**src/rtl/key_pulse_gen.sv**
```systemverilog
// rtl/key_pulse_gen.sv - debounced key pulses with auto-repeat, plus slow clock divider
module key_pulse_gen #(
  parameter int N_KEYS        = 4,
  parameter int DEB_CYCLES    = 2500,
  parameter int HOLD_CYCLES   = 50000,
  parameter int REPEAT_CYCLES = 10000,
  parameter int DIV_HALF      = 2500
) (
  input  logic              clk,
  input  logic              rst,
  input  logic              en,
  input  logic [N_KEYS-1:0] key_n,
  input  logic [N_KEYS-1:0] rpt_en,
  output logic [N_KEYS-1:0] level,
  output logic [N_KEYS-1:0] press,
  output logic [N_KEYS-1:0] release_pulse,
  output logic [N_KEYS-1:0] rpt,
  output logic              clk_div,
  output logic              div_tick
);

  localparam int HMAX = (HOLD_CYCLES > REPEAT_CYCLES) ? HOLD_CYCLES : REPEAT_CYCLES;
  localparam int DW   = ($clog2(DEB_CYCLES) < 1) ? 1 : $clog2(DEB_CYCLES);
  localparam int HW   = ($clog2(HMAX) < 1) ? 1 : $clog2(HMAX);
  localparam int CW   = ($clog2(DIV_HALF) < 1) ? 1 : $clog2(DIV_HALF);

  localparam logic [DW-1:0] DEB_LAST  = DW'(DEB_CYCLES - 1);
  localparam logic [HW-1:0] HOLD_LAST = HW'(HOLD_CYCLES - 1);
  localparam logic [HW-1:0] REP_LAST  = HW'(REPEAT_CYCLES - 1);
  localparam logic [CW-1:0] DIV_LAST  = CW'(DIV_HALF - 1);

  logic [N_KEYS-1:0] s1;
  logic [N_KEYS-1:0] s2;
  logic [N_KEYS-1:0] first;
  logic [DW-1:0]     dc [N_KEYS];
  logic [HW-1:0]     hc [N_KEYS];
  logic [CW-1:0]     cnt;

  always_ff @(posedge clk) begin
    if (rst || !en) begin
      s1            <= '0;
      s2            <= '0;
      level         <= '0;
      press         <= '0;
      release_pulse <= '0;
      rpt           <= '0;
      first         <= '1;
      for (int i = 0; i < N_KEYS; i++) begin
        dc[i] <= '0;
        hc[i] <= '0;
      end
    end else begin
      s1            <= ~key_n;
      s2            <= s1;
      press         <= '0;
      release_pulse <= '0;
      rpt           <= '0;
      for (int i = 0; i < N_KEYS; i++) begin
        if (s2[i] == level[i]) begin
          dc[i] <= '0;
        end else if (dc[i] != DEB_LAST) begin
          dc[i] <= dc[i] + 1'b1;
        end else begin
          dc[i]    <= '0;
          level[i] <= s2[i];
        end

        // Accepted level change takes priority over repeat timing, so a
        // release edge can never also emit a repeat.
        if (s2[i] != level[i] && dc[i] == DEB_LAST) begin
          press[i]         <= s2[i];
          release_pulse[i] <= ~s2[i];
          hc[i]            <= '0;
          first[i]         <= 1'b1;
        end else if (level[i] && rpt_en[i]) begin
          if (hc[i] == (first[i] ? HOLD_LAST : REP_LAST)) begin
            press[i] <= 1'b1;
            rpt[i]   <= 1'b1;
            hc[i]    <= '0;
            first[i] <= 1'b0;
          end else begin
            hc[i] <= hc[i] + 1'b1;
          end
        end else begin
          hc[i]    <= '0;
          first[i] <= 1'b1;
        end
      end
    end
  end

  // Counter parks at 0 while idle so the first enabled cycle toggles at once.
  always_ff @(posedge clk) begin
    if (rst || !en) begin
      cnt      <= '0;
      clk_div  <= 1'b1;
      div_tick <= 1'b0;
    end else if (cnt == '0) begin
      cnt      <= DIV_LAST;
      clk_div  <= ~clk_div;
      div_tick <= 1'b1;
    end else begin
      cnt      <= cnt - 1'b1;
      div_tick <= 1'b0;
    end
  end

endmodule
```
**config.mk**
```make
export PLATFORM = sky130hd
export DESIGN_NAME = key_pulse_gen
export DESIGN_NICKNAME = d
export VERILOG_FILES = /design/src/rtl/key_pulse_gen.sv
export SDC_FILE = /design/constraint.sdc
export NUM_CORES = 1
export LEC_CHECK = 0
export CORE_MARGIN = 4
export CORE_UTILIZATION = 46
export DETAILED_ROUTE_END_ITERATION = 8
export HOLD_SLACK_MARGIN = 0.06
export SETUP_SLACK_MARGIN = 0.4
export SLEW_MARGIN = 40
export SYNTH_ARGS = -nofsm -noshare
export SYNTH_HDL_FRONTEND = slang
export SYNTH_SLANG_ARGS = --single-unit
```
**constraint.sdc**
```tcl
create_clock -name clk -period 2.66 [get_ports clk]
set_input_delay 0.665 -clock clk [delete_from_list [all_inputs] [get_ports clk]]
set_output_delay 0.665 -clock clk [all_outputs]
set_load 0.02 [all_outputs]
```
=== Word level (Yosys, flattened, before mapping) ===
Memory sizes are Yosys's and may differ from the RTL's.
Cells that the tools add are included.

* Latch bits: 0
* Bits in writable memories: 112
* Output and inout bits: 18
* Flip-flop bits (word level): 42
* Logic and storage cells: 277
* Bits in read-only memories: 0
* Memories: 2

{| class="wikitable"
|+ Memory list
! memory !! depth !! width !! rd ports !! clocked after memory_dff !! wr ports !! RTL line !! text
|-
| hc || 4 || 16 || 4 || 0 || 4 || 36 || <nowiki>logic [HW-1:0] hc [N_KEYS];</nowiki>
|-
| dc || 4 || 12 || 4 || 0 || 4 || 35 || <nowiki>logic [DW-1:0] dc [N_KEYS];</nowiki>
|}

* $lt $le $gt $ge: 0
* Multiply operators: 0
* Reductions and logical operators: 24
* Bitwise gates (word level): 50
* Mux-type cells: 152
* Divide/modulo/power cells: 0
* Add/subtract/negate cells: 9
* Equality and inequality tests: 20
* Shift operators: 0

{| class="wikitable"
|+ Operator list
! operator !! number
|-
| 2-to-1 mux 16 bit || 20
|-
| 2-to-1 mux 12 bit || 13
|-
| 2-to-1 mux 1 bit || 119
|-
| adder 16 x 1 -> 16 bit, second input constant || 4
|-
| == test 16 bit || 4
|-
| adder 12 x 1 -> 12 bit, second input constant || 4
|-
| == test 12 bit, second input constant || 4
|-
| != test 12 bit, second input constant || 4
|-
| bitwise OR 1 bit || 28
|-
| NOT 1 bit || 21
|-
| logical NOT 12 bit || 1
|-
| OR reduction 3 bit || 4
|-
| subtractor 12 x 1 -> 12 bit, second input constant || 1
|-
| OR reduction 2 bit || 5
|-
| logical AND 1 bit || 8
|-
| AND reduction 2 bit || 4
|-
| == test 1 bit || 4
|-
| != test 1 bit || 4
|-
| NOT 4 bit || 1
|-
| logical NOT 1 bit || 1
|-
| logical OR 1 bit || 1
|}

=== Logic depth before layout (Yosys ltp) ===
Gate-level depths: netlist (run 1).

* Depth in word-level cells: 10
* Gate-level depth with buffers: 6

=== Worst setup path after synthesis (run 1) ===
Ideal clock, no wire load.

* Kind: flip-flop to flip-flop
* From: mem dc[3][0] (netlist name)
* To: mem dc[3][6] (netlist name) (data pin)
* Clock period less this slack: 2.223 ns
* Cell stages (with the launch flop): 7
* Data required time: 2.406 ns
* Slack: 0.437 ns
* Arrival: 1.968 ns
* Buffers on the path: 1
* Cells stage by stage: edfxtp_1 > ha_1 > or4b_2 > or3_2 > nand3_1 > buf_4 > nor2_1

{| class="wikitable"
|+ RTL lines
! what !! RTL line
|-
| start, declared || 35
|}

==> impl_metrics.env, run 1 <==
export IMPL_status="complete, no violations"
export IMPL_grt_pass1_vias=5288
export IMPL_die_x_um=136.7
export IMPL_cp_max_fo=8
export IMPL_hold_buffers=0
export IMPL_grt_overflow_total=0
export IMPL_hpwlAfterDp_um=9730
export IMPL_grt_max_degree=20
export IMPL_path_clk_slew_ns=0.06
export IMPL_first_pass_iters=4
export IMPL_final_common_cell="nor2_1"
export IMPL_rsz0062_at_grt="no"
export IMPL_port_buffers=28
export IMPL_slowest_stage="or4b_2"
export IMPL_vias=5436
export IMPL_drive_above_1_share=0.05556
export IMPL_synthCells=722
export IMPL_slew_violations=0
export IMPL_cts_htree_levels=4
export IMPL_cts_tree="built"
export IMPL_drc=0
export IMPL_syn_area_sq_um=7625
export IMPL_peakVddDrop_uv=414.7
export IMPL_finalSetupViolCount=0
export IMPL_synth_edf_count=112
export IMPL_timing_max_cap_violations=0
export IMPL_core_area_sq_um=16060
export IMPL_clk_path_buf_depth=2
export IMPL_fin_crit_ns=2.182
export IMPL_fin_nets=890
export IMPL_stdcell_count=1098
export IMPL_crit_path_start_kind="flip-flop"
export IMPL_ys_flop_type="edfxtp_1"
export IMPL_ant_nets=0
export IMPL_synthDistinctLibCells=53
export IMPL_powerDensity_nw_per_um2=584.8
export IMPL_root_buffer="clkbuf_16"
export IMPL_ys_ff_latch=154
export IMPL_wl_per_cell_um=12.47
export IMPL_synthToLayoutAreaGrowth_pct=19.69
export IMPL_fmax_mhz=458.4
export IMPL_vias_per_cell=4.951
export IMPL_first_iter_violations=202
export IMPL_finalCoreUtilization=0.5683
export IMPL_required_ns=2.81
export IMPL_post_cts_setup_buffers=0
export IMPL_initial_core_util=0.4748
export IMPL_cts_sinks=154
export IMPL_drt_wl_total_um=13700
export IMPL_yosysWarnings=0
export IMPL_dieArea_sq_um=18700
export IMPL_ios=29
export IMPL_stdcell_area_sq_um=9126
export IMPL_power_static_leakage_uw=0.003179
export IMPL_grt_pass1_wl_um=23830
export IMPL_placed_cell_area_sq_um=8561
export IMPL_clk_latency_ns=0.41
export IMPL_whs_ns=0.4305
export IMPL_crit_chain="or4b_2 > or4_4 > o211ai_4 > nor2_1"
export IMPL_post_place_cells=1065
export IMPL_period_share=0.8202
export IMPL_crit_type="flip-flop to flip-flop"
export IMPL_yosysSeqAreaShare=0.5514
export IMPL_final_cell_mix="nor2_1, edfxtp_1, conb_1"
export IMPL_antenna_found_initial=0
export IMPL_antenna_cells=0
export IMPL_skew_ns=0.007385
export IMPL_rows=46
export IMPL_hold_viol_final=0
export IMPL_setup_worst_path_end_class="flip-flop"
export IMPL_async_flop_share=0
export IMPL_cp_arrival_ns=2.33
export IMPL_hold_path_class="flip-flop to flip-flop"
export IMPL_gp_congestion=0.8145
export IMPL_cpPeakStageDelay_ns=0.72
export IMPL_tns_ns=0
export IMPL_syn_mean_instance_area_sq_um=10.56
export IMPL_numCtsBuffers=17
export IMPL_die_h_um=136.7
export IMPL_groute_usage_overall=0.1592
through the flow:
| stage | total power, uW | setup WS (ns) |
|---|---|---|
| 4_1_cts | 5400 | 0.4118 |
| 3_5_place_dp | 3264 | 0.2227 |
| 5_1_grt | 5592 | 0.4053 |
| 6_report | 5337 | 0.4784 |
| 2_1_floorplan | 3150 | 0.4375 |
| 3_3_place_gp | 3245 | 0.2902 |
timing repair:
action / in CTS / in global routing
pin swaps: 1 / 1
cloned: 1 / 0
gates resized for setup: 3 / 4
setup endpoints to repair: 34 / 28
report_power, final:
group	leakage, uW	internal [uW]	switching, uW
registers	0.00150	2680	117
clock network	0.000258	1230	888
logic	0.00142	197	228
total	0.00318	4100	1230
layer usage:
metal,global-route usage,part of all wire,vias to the layer above
met5,0,0,-
met4,0.05711,0.0099,0
met3,0.03824,0.031,11
met2,0.2651,0.48,72
met1,0.2026,0.48,2560
li1,-,-,2793
layout make-up:
type	instances	area, sq um
clock buffer	23	467.9
clock inverter	9	47.55
fill	1432	6932
inverter	23	86.33
multi-input combinational	639	3710
sequential	154	4204
tap	216	270.3
timing repair buffer	34	340.3
flip-flops by register name (all words and copies together) (netlist names):
register,cells
hc,64
level,4
clk_div,1
cnt,12
s1,4
release_pulse,4
rpt,4
s2,4
dc,48
div_tick,1
first,4
press,4
cell families after synthesis:
| kind of cell | synth area share |
|---|---|
| compound gates | 0.02724 |
| xor+xnor | 0.1241 |
| fa+ha+maj | 0.01641 |
| buf+inv | 0.02297 |
| flops | 0.5514 |
| mux | 0.005251 |
| other cells | 0.0004918 |
| simple gates | 0.2522 |
cells in the mapped netlist (all sizes together), types with 3 or more instances:
cell type | instances | area (sq um)
nand4 | 32 | 200.2
and3 | 10 | 62.56
nor2 | 138 | 518.0
and2 | 8 | 50.05
or4 | 6 | 52.55
nor4b | 5 | 43.79
edfxtp | 112 | 3363
mux2i | 4 | 40.04
xnor2 | 73 | 639.4
buf | 5 | 40.04
nand3 | 42 | 210.2
ha | 10 | 125.1
or4b | 3 | 30.03
xor2 | 35 | 306.5
nor4 | 24 | 150.1
and4 | 5 | 43.79
nor3 | 41 | 205.2
nand2 | 35 | 131.4
dfxtp | 42 | 840.8
clkbuf | 13 | 48.80
inv | 23 | 86.33
a21oi | 9 | 45.04
a211oi | 4 | 35.03
nor2b | 3 | 18.77
nand3b | 3 | 22.52
nor4bb | 6 | 60.06
a21o | 3 | 22.52
worst max-delay path: cells and delay by family (launching register included):
kind | cells | cell delay [ns]
DFF | 1 | 0.42
and+or+nand+nor | 3 | 1.32
AOI/OAI and AO/OA | 1 | 0.18
final timing paths:
path	start	endpoint	slack, ns	cells after the start
setup reg to reg	dc[3][5]	hc[3][12]	0.48	4
setup / recovery	dc[3][5]	hc[3][12]	0.48	4
hold reg to reg	s1[3]	s2[3]	0.43	1
hold / removal	s1[3]	s2[3]	0.43	1
No activity file was read; power rests on OpenSTA's default activity.
==> inputs of run 2 (changes only) <==
==> constraint.sdc (replaced) <==
create_clock -name clk -period 2.18 [get_ports clk]
set_input_delay 0.545 -clock clk [delete_from_list [all_inputs] [get_ports clk]]
set_output_delay 0.545 -clock clk [all_outputs]
set_load 0.02 [all_outputs]
==> run 2 against run 1 <==
Effect of this change:
- clock skew up 0.0013 ns
- sequential cell count unchanged
- highest routed layer unchanged
- global-route usage rose by 0.58 points
- sequential share of layout area decreased by 5.9 points
==> impl_metrics.env, run 2 (synthesized netlist as in run 1, its figures left out) <==
export IMPL_vias=5806
export IMPL_initial_core_util=0.4748
export IMPL_gp_congestion=0.8390
export IMPL_placed_cell_area_sq_um=8921
export IMPL_grt_overflow_total=0
export IMPL_slew_headroom=0.6479
export IMPL_timing_max_cap_violations=0
export IMPL_hold_start="s1[2]"
export IMPL_post_place_cells=1087
export IMPL_drt_wl_total_um=15710
export IMPL_reg2reg_from="dc[3][9]"
export IMPL_hold_buffers=0
export IMPL_fmax_mhz=476.4
export IMPL_rsz0062_at_grt="yes"
export IMPL_die_h_um=136.7
export IMPL_cpPeakStageDelay_ns=0.57
export IMPL_crit_buf_inv=1
export IMPL_top_regs="hc: 64 flops, dc: 48 flops, cnt: 12 flops"
export IMPL_final_cell_mix="edfxtp_1, conb_1, nor2_1"
export IMPL_vias_per_cell=4.992
export IMPL_hold_path_class="flip-flop to flip-flop"
export IMPL_cts_sinks=154
export IMPL_grt_pass1_wl_um=24830
export IMPL_power_static_leakage_uw=0.003802
export IMPL_hold_viol_final=0
export IMPL_slew_violations=0
export IMPL_powerDensity_nw_per_um2=683.4
export IMPL_grt_max_degree=20
export IMPL_first_iter_violations=230
export IMPL_core_area_sq_um=16060
export IMPL_ios=29
export IMPL_fin_nets=955
export IMPL_synthToLayoutAreaGrowth_pct=37.41
export IMPL_crit_chain="or4b_4 > or4_4 > o211ai_4 > clkbuf_16 > nor2_1"
export IMPL_crit_type="flip-flop to flip-flop"
export IMPL_antenna_cells=0
export IMPL_totalPowerFinal_uw=7161
export IMPL_wl_per_cell_um=13.51
export IMPL_required_ns=2.35
export IMPL_clk_latency_ns=0.42
export IMPL_die_x_um=136.7
export IMPL_drc=0
export IMPL_peakVddDrop_uv=542.1
export IMPL_finalCoreUtilization=0.6525
export IMPL_crit_path_start_kind="flip-flop"
export IMPL_cp_arrival_ns=2.27
export IMPL_dieArea_sq_um=18700
export IMPL_ant_nets=0
export IMPL_period_share=0.9629
export IMPL_finalSetupViolCount=0
export IMPL_status="complete, no violations"
export IMPL_cts_tree="built"
export IMPL_worst_pin_slew_ns=0.5211
export IMPL_cp_max_fo=7
export IMPL_rows=46
export IMPL_slowest_stage="or4b_4"
export IMPL_groute_usage_overall=0.1651
export IMPL_stdcell_count=1163
export IMPL_crit_start="dc[3][9]"
export IMPL_skew_ns=0.008710
export IMPL_tns_ns=0
export IMPL_clk_path_buf_depth=2
export IMPL_fin_crit_ns=2.099
export IMPL_regMostFlops="hc"
export IMPL_antenna_found_initial=0
export IMPL_first_pass_iters=5
export IMPL_stdcell_area_sq_um=10480
export IMPL_root_buffer="clkbuf_16"
export IMPL_numCtsBuffers=17
export IMPL_crit_family="simple AND/OR/NAND/NOR gates"
export IMPL_largest_reg_flops=64
export IMPL_drive_above_1_share=0.2291
export IMPL_cts_htree_levels=4
export IMPL_hpwlAfterDp_um=10080
export IMPL_path_clk_slew_ns=0.06
export IMPL_grt_pass1_vias=5369
export IMPL_port_buffers=28
export IMPL_setup_worst_path_end_class="flip-flop"
-- run 2: cell count changes in the layout (fill, tap and decap cells not counted), sizes merged --
cell / delta
nand3: +1
buf: +62
clkbuf: +8
clkdlybuf4s15: +3
dlymetal6s2s: -1
a211o: +1
clkinv: -4
o211ai: -1
clkinvlp: -1
clkdlybuf4s50: -17
dlygate4sd2: +14
inv: -1
bufinv: +1
-- run 2: stage by stage --
stage          hold WS, ns  worst slack, ns
6_report            0.4320          0.08081
5_1_grt             0.4678          0.04579
4_1_cts             0.4361          0.09754
3_5_place_dp        0.4206         -0.06402
3_3_place_gp        0.4106          0.01259
2_1_floorplan       0.4057           0.1103
-- run 2: repair_timing --
item                                    4_1_cts  5_1_grt
pin swaps                                    12       50
buffers inserted                             23       15
resized for setup                            51       92
endpoints found under the setup margin      118      101
cloned                                        4        2
-- run 2: final timing paths --
check / endpoint / slack [ns] / cells past startpoint
min: s2[2] / 0.43 / 1
max: hc[3][6] / 0.08 / 5
max reg2reg: hc[3][6] / 0.08 / 5
min reg2reg: s2[2] / 0.43 / 1
-- run 2: worst reg2reg max path, stage by stage, from the launching register on --
cell and delay [ns]:
edfxtp_1 0.40, or4b_4 0.57, or4_4 0.52, o211ai_4 0.13, clkbuf_16 0.19, nor2_1 0.05
-- run 2: cell type report --
class / instances / area (sq um)
multi-input cells: 640 / 4320
repair buffers: 98 / 955.9
clock buffers: 28 / 593.1
clock inverters: 4 / 45.04
well taps: 216 / 270.3
inverters: 23 / 86.33
fillers: 1254 / 5580
flip-flops and latches: 154 / 4207
-- run 2: where the power goes --
| group | internal (uW) | leakage, uW | switching [uW] |
|---|---|---|---|
| clock network | 1970 | 0.000316 | 1130 |
| logic | 318 | 0.00199 | 325 |
| registers | 3270 | 0.00150 | 144 |
-- run 2: per-layer routing --
| layer | vias to the layer above | track usage | share of wire |
|---|---|---|---|
| li1 | 2920 | - | - |
| met1 | 2798 | 0.2166 | 0.45 |
| met2 | 77 | 0.2746 | 0.51 |
| met3 | 11 | 0.04118 | 0.027 |
| met4 | 0 | 0.04143 | 0.0089 |
| met5 | - | 0 | 0 |
==> inputs of run 3 (changes only) <==
--- a/config.mk
+++ b/config.mk
@@ -9,6 +9,7 @@
 export CORE_UTILIZATION = 46
 export DETAILED_ROUTE_END_ITERATION = 8
 export HOLD_SLACK_MARGIN = 0.06
+export PLACE_DENSITY = 0.65
 export SETUP_SLACK_MARGIN = 0.4
 export SLEW_MARGIN = 40
 export SYNTH_ARGS = -nofsm -noshare
==> constraint.sdc (replaced) <==
create_clock -name clk -period 1.7 [get_ports clk]
set_input_delay 0.425 -clock clk [delete_from_list [all_inputs] [get_ports clk]]
set_output_delay 0.425 -clock clk [all_outputs]
set_load 0.02 [all_outputs]
==> run 3 against run 2 <==
Effect of this change:
- clock power grew 21%
- total power grew 32%
- wire length grew 14%
- utilization grew 7.7 points
- register-to-register slack lost 0.42 ns
- clock skew grew 0.0042 ns
- die area is the same
- design area grew 12%
- largest power group unchanged
- final cell count grew 9.5%
- global-route usage grew 3.1 points
- the run now ends with setup timing left
- first-iteration DRC count grew 7.4%
- sequential share of layout area shrank 4.0 points
==> impl_metrics.env, run 3 (synthesized netlist as in run 1, its figures left out) <==
export IMPL_crit_type="flip-flop to flip-flop"
export IMPL_top_regs="hc: 64 flops, dc: 48 flops, cnt: 12 flops"
export IMPL_crit_chain="ha_4 > or4b_4 > or4_4 > o211ai_4 > buf_6 > nor2_2"
export IMPL_antenna_cells=0
export IMPL_r2r_end="hc[3][15]"
export IMPL_cp_arrival_ns=2.22
export IMPL_synthToLayoutAreaGrowth_pct=53.68
export IMPL_wl_per_cell_um=14.10
export IMPL_gp_congestion=0.8444
export IMPL_grt_pass1_vias=6326
export IMPL_groute_usage_overall=0.1956
export IMPL_r2r_slack_ns=-0.34
export IMPL_cts_tree="built"
export IMPL_crit_path_start_kind="flip-flop"
export IMPL_ant_nets=0
export IMPL_timing_max_cap_violations=0
export IMPL_cts_sinks=154
export IMPL_tns_ns=-14.55
export IMPL_cpPeakStageDelay_ns=0.46
export IMPL_reg2reg_from="dc[3][1]"
export IMPL_rows=46
export IMPL_hold_viol_final=0
export IMPL_port_buffers=28
export IMPL_final_cell_mix="buf_4, edfxtp_1, conb_1"
export IMPL_whs_ns=0.4305
export IMPL_first_iter_violations=247
export IMPL_required_ns=1.88
export IMPL_skew_ns=0.01295
export IMPL_status="finished with violations"
export IMPL_power_static_leakage_uw=0.004393
export IMPL_drc=0
export IMPL_finalCoreUtilization=0.7297
export IMPL_clk_path_buf_depth=2
export IMPL_peakVddDrop_uv=827.4
export IMPL_die_h_um=136.7
export IMPL_core_area_sq_um=16060
export IMPL_fin_ws_ns=-0.3397
export IMPL_powerDensity_nw_per_um2=804.2
export IMPL_ios=29
export IMPL_hpwlAfterDp_um=11110
export IMPL_fin_crit_ns=2.040
export IMPL_largest_reg_flops=64
export IMPL_path_clk_slew_ns=0.06
export IMPL_fin_nets=1065
export IMPL_crit_end="hc[3][15]"
export IMPL_hold_path_class="flip-flop to flip-flop"
export IMPL_final_common_cell="buf_4"
export IMPL_drive_above_1_share=0.3992
export IMPL_dieArea_sq_um=18700
export IMPL_first_pass_iters=5
export IMPL_slew_violations=0
export IMPL_die_x_um=136.7
export IMPL_initial_core_util=0.4748
export IMPL_period_share=1.200
export IMPL_failed_checks="setup timing"
export IMPL_finalSetupViolCount=93
export IMPL_grt_max_degree=17
export IMPL_grt_pass1_wl_um=29160
export IMPL_root_buffer="clkbuf_16"
export IMPL_antenna_found_initial=0
export IMPL_crit_start="dc[3][1]"
export IMPL_slowest_stage="or4b_4"
export IMPL_cts_htree_levels=4
export IMPL_numCtsBuffers=17
export IMPL_vias=6284
export IMPL_cp_max_fo=7
export IMPL_r2r_cells=6
export IMPL_regMostFlops="hc"
export IMPL_grt_overflow_total=0
export IMPL_clk_latency_ns=0.43
export IMPL_rsz0062_at_grt="yes"
export IMPL_drt_wl_total_um=17940
export IMPL_fmax_mhz=490.3
export IMPL_setup_worst_path_end_class="flip-flop"
export IMPL_vias_per_cell=4.936
[run 3: cell count changes in the layout (fill, tap and decap cells not counted), sizes merged]
cell and change:
nand3 +3, dlymetal6s2s +2, a211o -1, clkdlybuf4s15 -3
clkbuf -2, buf +127, inv +1, bufinv -1
dlygate4sd2 -14, clkdlybuf4s50 -2
[run 3: through the flow]
step	std cells	power [uW]	instance area [sq um]	setup WS [ns]
4_1_cts	1256	9289	11240	-0.3226
6_report	1273	9423	11720	-0.3397
3_3_place_gp	1177	5274	9743	-0.3990
3_5_place_dp	1177	5317	9743	-0.4368
5_1_grt	1273	9805	11720	-0.3896
2_1_floorplan	833	5001	8427	-0.3697
[run 3: critical path, delay by kind of cell (launching register included)]
kind                       cells  cell delay (ns)
AOI/OAI and AO/OA              1             0.11
DFF                            1             0.39
and+or+nand+nor                3             0.96
buffers and inverters          1             0.17
adders and majority gates      1             0.15
[run 3: how the worst min path moves through the flow]
stage,to,cells after the start,start
after floorplan,s2[0],1,s1[0]
after global placement,s2[0],1,s1[0]
after detailed placement,s2[0],1,s1[0]
after CTS,s2[0],1,s1[0]
after global routing,s2[0],1,s1[0]
final,s2[0],1,s1[0]
[run 3: layer usage]
metal | GRT usage | wire [um] | vias up | share of wire
met3 | 0.04559 | 613 | 21 | 0.034
met5 | 0 | 0 | - | 0
met2 | 0.3431 | 9372 | 113 | 0.52
met4 | 0.05767 | 276 | 0 | 0.015
li1 | - | - | 3144 | -
met1 | 0.2401 | 7680 | 3006 | 0.43
[run 3: final cells by class]
class                      instances  area [sq um]
tap                              216         270.3
clock buffer                      28         570.5
sequential                       154          4239
multi-input combinational        642          4632
fill                            1082          4340
clock inverter                     4         21.27
inverter                          23         86.33
timing repair buffer             206          1898
[run 3: timing repair]
item	in CTS	in global routing
setup endpoints to repair	163	164
hold buffers	0	0
pin swaps	45	25
gates resized for setup	219	96
gates cloned	8	1
buffers inserted	39	16
[run 3: where the power goes]
group | internal (uW) | switching (uW)
combinational | 683 | 631
sequential | 4190 | 165
clock | 2280 | 1470
total | 7160 | 2260
==> variant, RTL diff (config.mk and constraints of run 2) <==
Put one more register stage on the output `level`. The value now appears one clock later. The other outputs are not delayed to match.
--- a/src/rtl/key_pulse_gen.sv
+++ b/src/rtl/key_pulse_gen.sv
@@ -31,2 +31,4 @@
 
+  logic [N_KEYS-1:0] level_s0;
+
   logic [N_KEYS-1:0] s1;
@@ -42,3 +44,3 @@
       s2            <= '0;
-      level         <= '0;
+      level_s0      <= '0;
       press         <= '0;
@@ -58,3 +60,3 @@
       for (int i = 0; i < N_KEYS; i++) begin
-        if (s2[i] == level[i]) begin
+        if (s2[i] == level_s0[i]) begin
           dc[i] <= '0;
@@ -64,3 +66,3 @@
           dc[i]    <= '0;
-          level[i] <= s2[i];
+          level_s0[i] <= s2[i];
         end
@@ -69,3 +71,3 @@
         // release edge can never also emit a repeat.
-        if (s2[i] != level[i] && dc[i] == DEB_LAST) begin
+        if (s2[i] != level_s0[i] && dc[i] == DEB_LAST) begin
           press[i]         <= s2[i];
@@ -74,3 +76,3 @@
           first[i]         <= 1'b1;
-        end else if (level[i] && rpt_en[i]) begin
+        end else if (level_s0[i] && rpt_en[i]) begin
           if (hc[i] == (first[i] ? HOLD_LAST : REP_LAST)) begin
@@ -107,2 +109,6 @@
 
+  always_ff @(posedge clk) begin
+    level <= level_s0;
+  end
+
 endmodule
Check against the original RTL: same outputs for any inputs over 10 cycles, from zero or initial values; that may be too few to reach the edited logic, so the function may still have changed.
==> variant against run 2 <==
- die area grew 1.6%
- sequential cell count rose by 4
- area after synthesis rose by 1.7%
- worst setup slack gained 0.17 ns
- cell area about the same
- fmax grew 9.1%
- sequential power up 2%
- wire length up 3.6%
- cell count up 0.77%
- non-clock buffer count increased by 8
- power is 1.0% lower
- clock skew fell by 0.00070 ns
- synthesized cell count is the same
- critical endpoint is now hc[0][10]$_SDFFCE_PP0P_
- largest cell class is now registers
==> variant: results (changes against run 2) <==
Metal3 WL: 395 um (-7.1%)
Overflow left after global routing: 0 (unchanged)
Fraction of registers with async set or reset after synthesis: 0 (unchanged)
Classification of the worst-slack hold path: register to register
Inserted Diodes: 0 (unchanged)
Critical-path maximum fanout: 5 (-2)
Pin count of the biggest net entering global routing: 19 (-5.0%)
Clk Tree Root Cell: clkbuf_16
Number of enable-type register cells in the synthesized netlist: 112 (unchanged)
Leading cell types by total area after synthesis: edfxtp_1 (43%), dfxtp_1 (12%), xnor2_1 (7.1%)
Largest clock skew in the final design: 0.00801 ns (-0.000699 ns)
Number of levels in the clock H-tree: 4 (unchanged)
Slew @ Worst Pin: 0.584 ns (+0.0633 ns)
FILL cells: 1346 (+7.3%)
Count of unique library cells instantiated by Yosys: 60 (+13%)
Global-route usage over all layers: 0.176 (+0.0107)
Synth warnings: 0 (unchanged)
Routed met1 length: 7.52 mm (+5.6%)
Initial antenna violation count: 0 (unchanged)
Arrival time of the worst setup path: 2.09 ns (-0.18 ns)
Fraction of final layout cells with drive strength greater than 1: 0.220 (-0.00961)
Static leakage power: 3.87 nW (+1.8%)
Highest routed metal layer: met4
Net count of the finished layout: 960 (+0.52%)
Detailed placer's ending HPWL: 10.6 mm (+4.8%)
Port Buffers: 28 (unchanged)
Max VDD drop: 555 uV (+2.4%)
First-pass GRT wire length: 26.7 mm (+7.4%)
Leading registers by flop count: hc (64), dc (48), cnt (12)
Total via count after detailed routing: 5911 (+1.8%)
Number of clock buffers inserted by TritonCTS: 17 (unchanged)
Met2 wire len: 8.06 mm (+0.46%)
Result of the run: finished clean
Leading cell types by count after synthesis: edfxtp_1 (112), nor2_1 (109), xnor2_1 (63)
Final weighted congestion in routability-driven placement: 0.813 (-3.1%)
Worst path slowest cell: or4b_4
Vias in the first global route: 5699 (+6.1%)
Number of iterations in the first detailed-routing pass: 5 (unchanged)
DR iter-0 viols: 271 (+18%)
Crit-path max cell delay: 0.57 ns (about the same)
Register area share after synthesis: 0.553 (+0.00116)
Clock latency of the later-clocked register in the worst-skew pair: 0.42 ns (about the same)
Routed wire length: 16.3 mm (+3.6%)
Register clock-pin slew on the reported worst setup and hold paths: 0.06 ns (about the same)
Top Family by Delay on Critical Path: simple AND/OR/NAND/NOR gates
-- variant: worst paths after layout --
| check | end | start | cells after the start | slack [ns] |
|---|---|---|---|---|
| worst min-delay path | s2[2]$_SDFF_PP0_ | s1[2]$_SDFF_PP0_ | 1 | 0.43 |
| worst max register to register | hc[0][10]$_SDFFCE_PP0P_ | dc[0][2]$_SDFFCE_PP0P_ | 5 | 0.26 |
| worst min register to register | s2[2]$_SDFF_PP0_ | s1[2]$_SDFF_PP0_ | 1 | 0.43 |
| worst max-delay path | hc[0][10]$_SDFFCE_PP0P_ | dc[0][2]$_SDFFCE_PP0P_ | 5 | 0.26 |
-- variant: cells by family after synthesis --
logic type / count (synthesis) / synth area share
DFF: 158 / 0.553
AOI/OAI and AO/OA: 53 / 0.0476
adders and majority gates: 10 / 0.0161
and+or+nand+nor: 359 / 0.248
buffers and inverters: 43 / 0.0244
other: 1 / 0.000484
xor gates and xnor gates: 98 / 0.111
-- variant: per-stage QoR --
step | setup WS [ns] | setup TNS [ns] | instance area, um2 | hold slack (ns) | instances
floorplan | 0.256 | 0 | 8340 | 0.391 | 833
global placement | -0.0190 | -0.0771 | 8970 | 0.412 | 1086
detailed placement | -0.0880 | -1.30 | 8970 | 0.418 | 1086
CTS | 0.270 | 0 | 10100 | 0.433 | 1151
global route | 0.201 | 0 | 10500 | 0.439 | 1172
finish | 0.255 | 0 | 10500 | 0.427 | 1172
-- variant: what timing repair did --
| action | CTS | global route |
|---|---|---|
| resized for setup | 66 | 37 |
| gates cloned | 3 | 4 |
| pin swaps | 21 | 15 |
| hold buffers | 0 | 0 |
| buffers inserted | 30 | 17 |
| setup endpoints to repair | 119 | 111 |
-- variant: layer usage --
| layer | global-route usage | up-vias |
|---|---|---|
| met5 | 0 | - |
| met4 | 0.0637 | 0 |
| met3 | 0.0340 | 19 |
| met2 | 0.289 | 75 |
| met1 | 0.232 | 2850 |
| li1 | - | 2967 |
-- variant: layout make-up --
| type | count | area, um2 | share of cell area |
|---|---|---|---|
| Tap cell | 220 | 275 | 0.0263 |
| Sequential cell | 158 | 4290 | 0.409 |
| Timing Repair Buffer | 106 | 967 | 0.0923 |
| Clock buffer | 25 | 561 | 0.0535 |
| Clock inverter | 7 | 41.3 | 0.00394 |
| Inverter | 21 | 78.8 | 0.00752 |
| Multi-Input combinational cell | 635 | 4270 | 0.407 |
-- variant: power by group --
part,total (mW),internal (mW),switching (mW)
sequential,3.48,3.34,0.137
combinational,0.641,0.311,0.331
clock,2.97,1.79,1.18
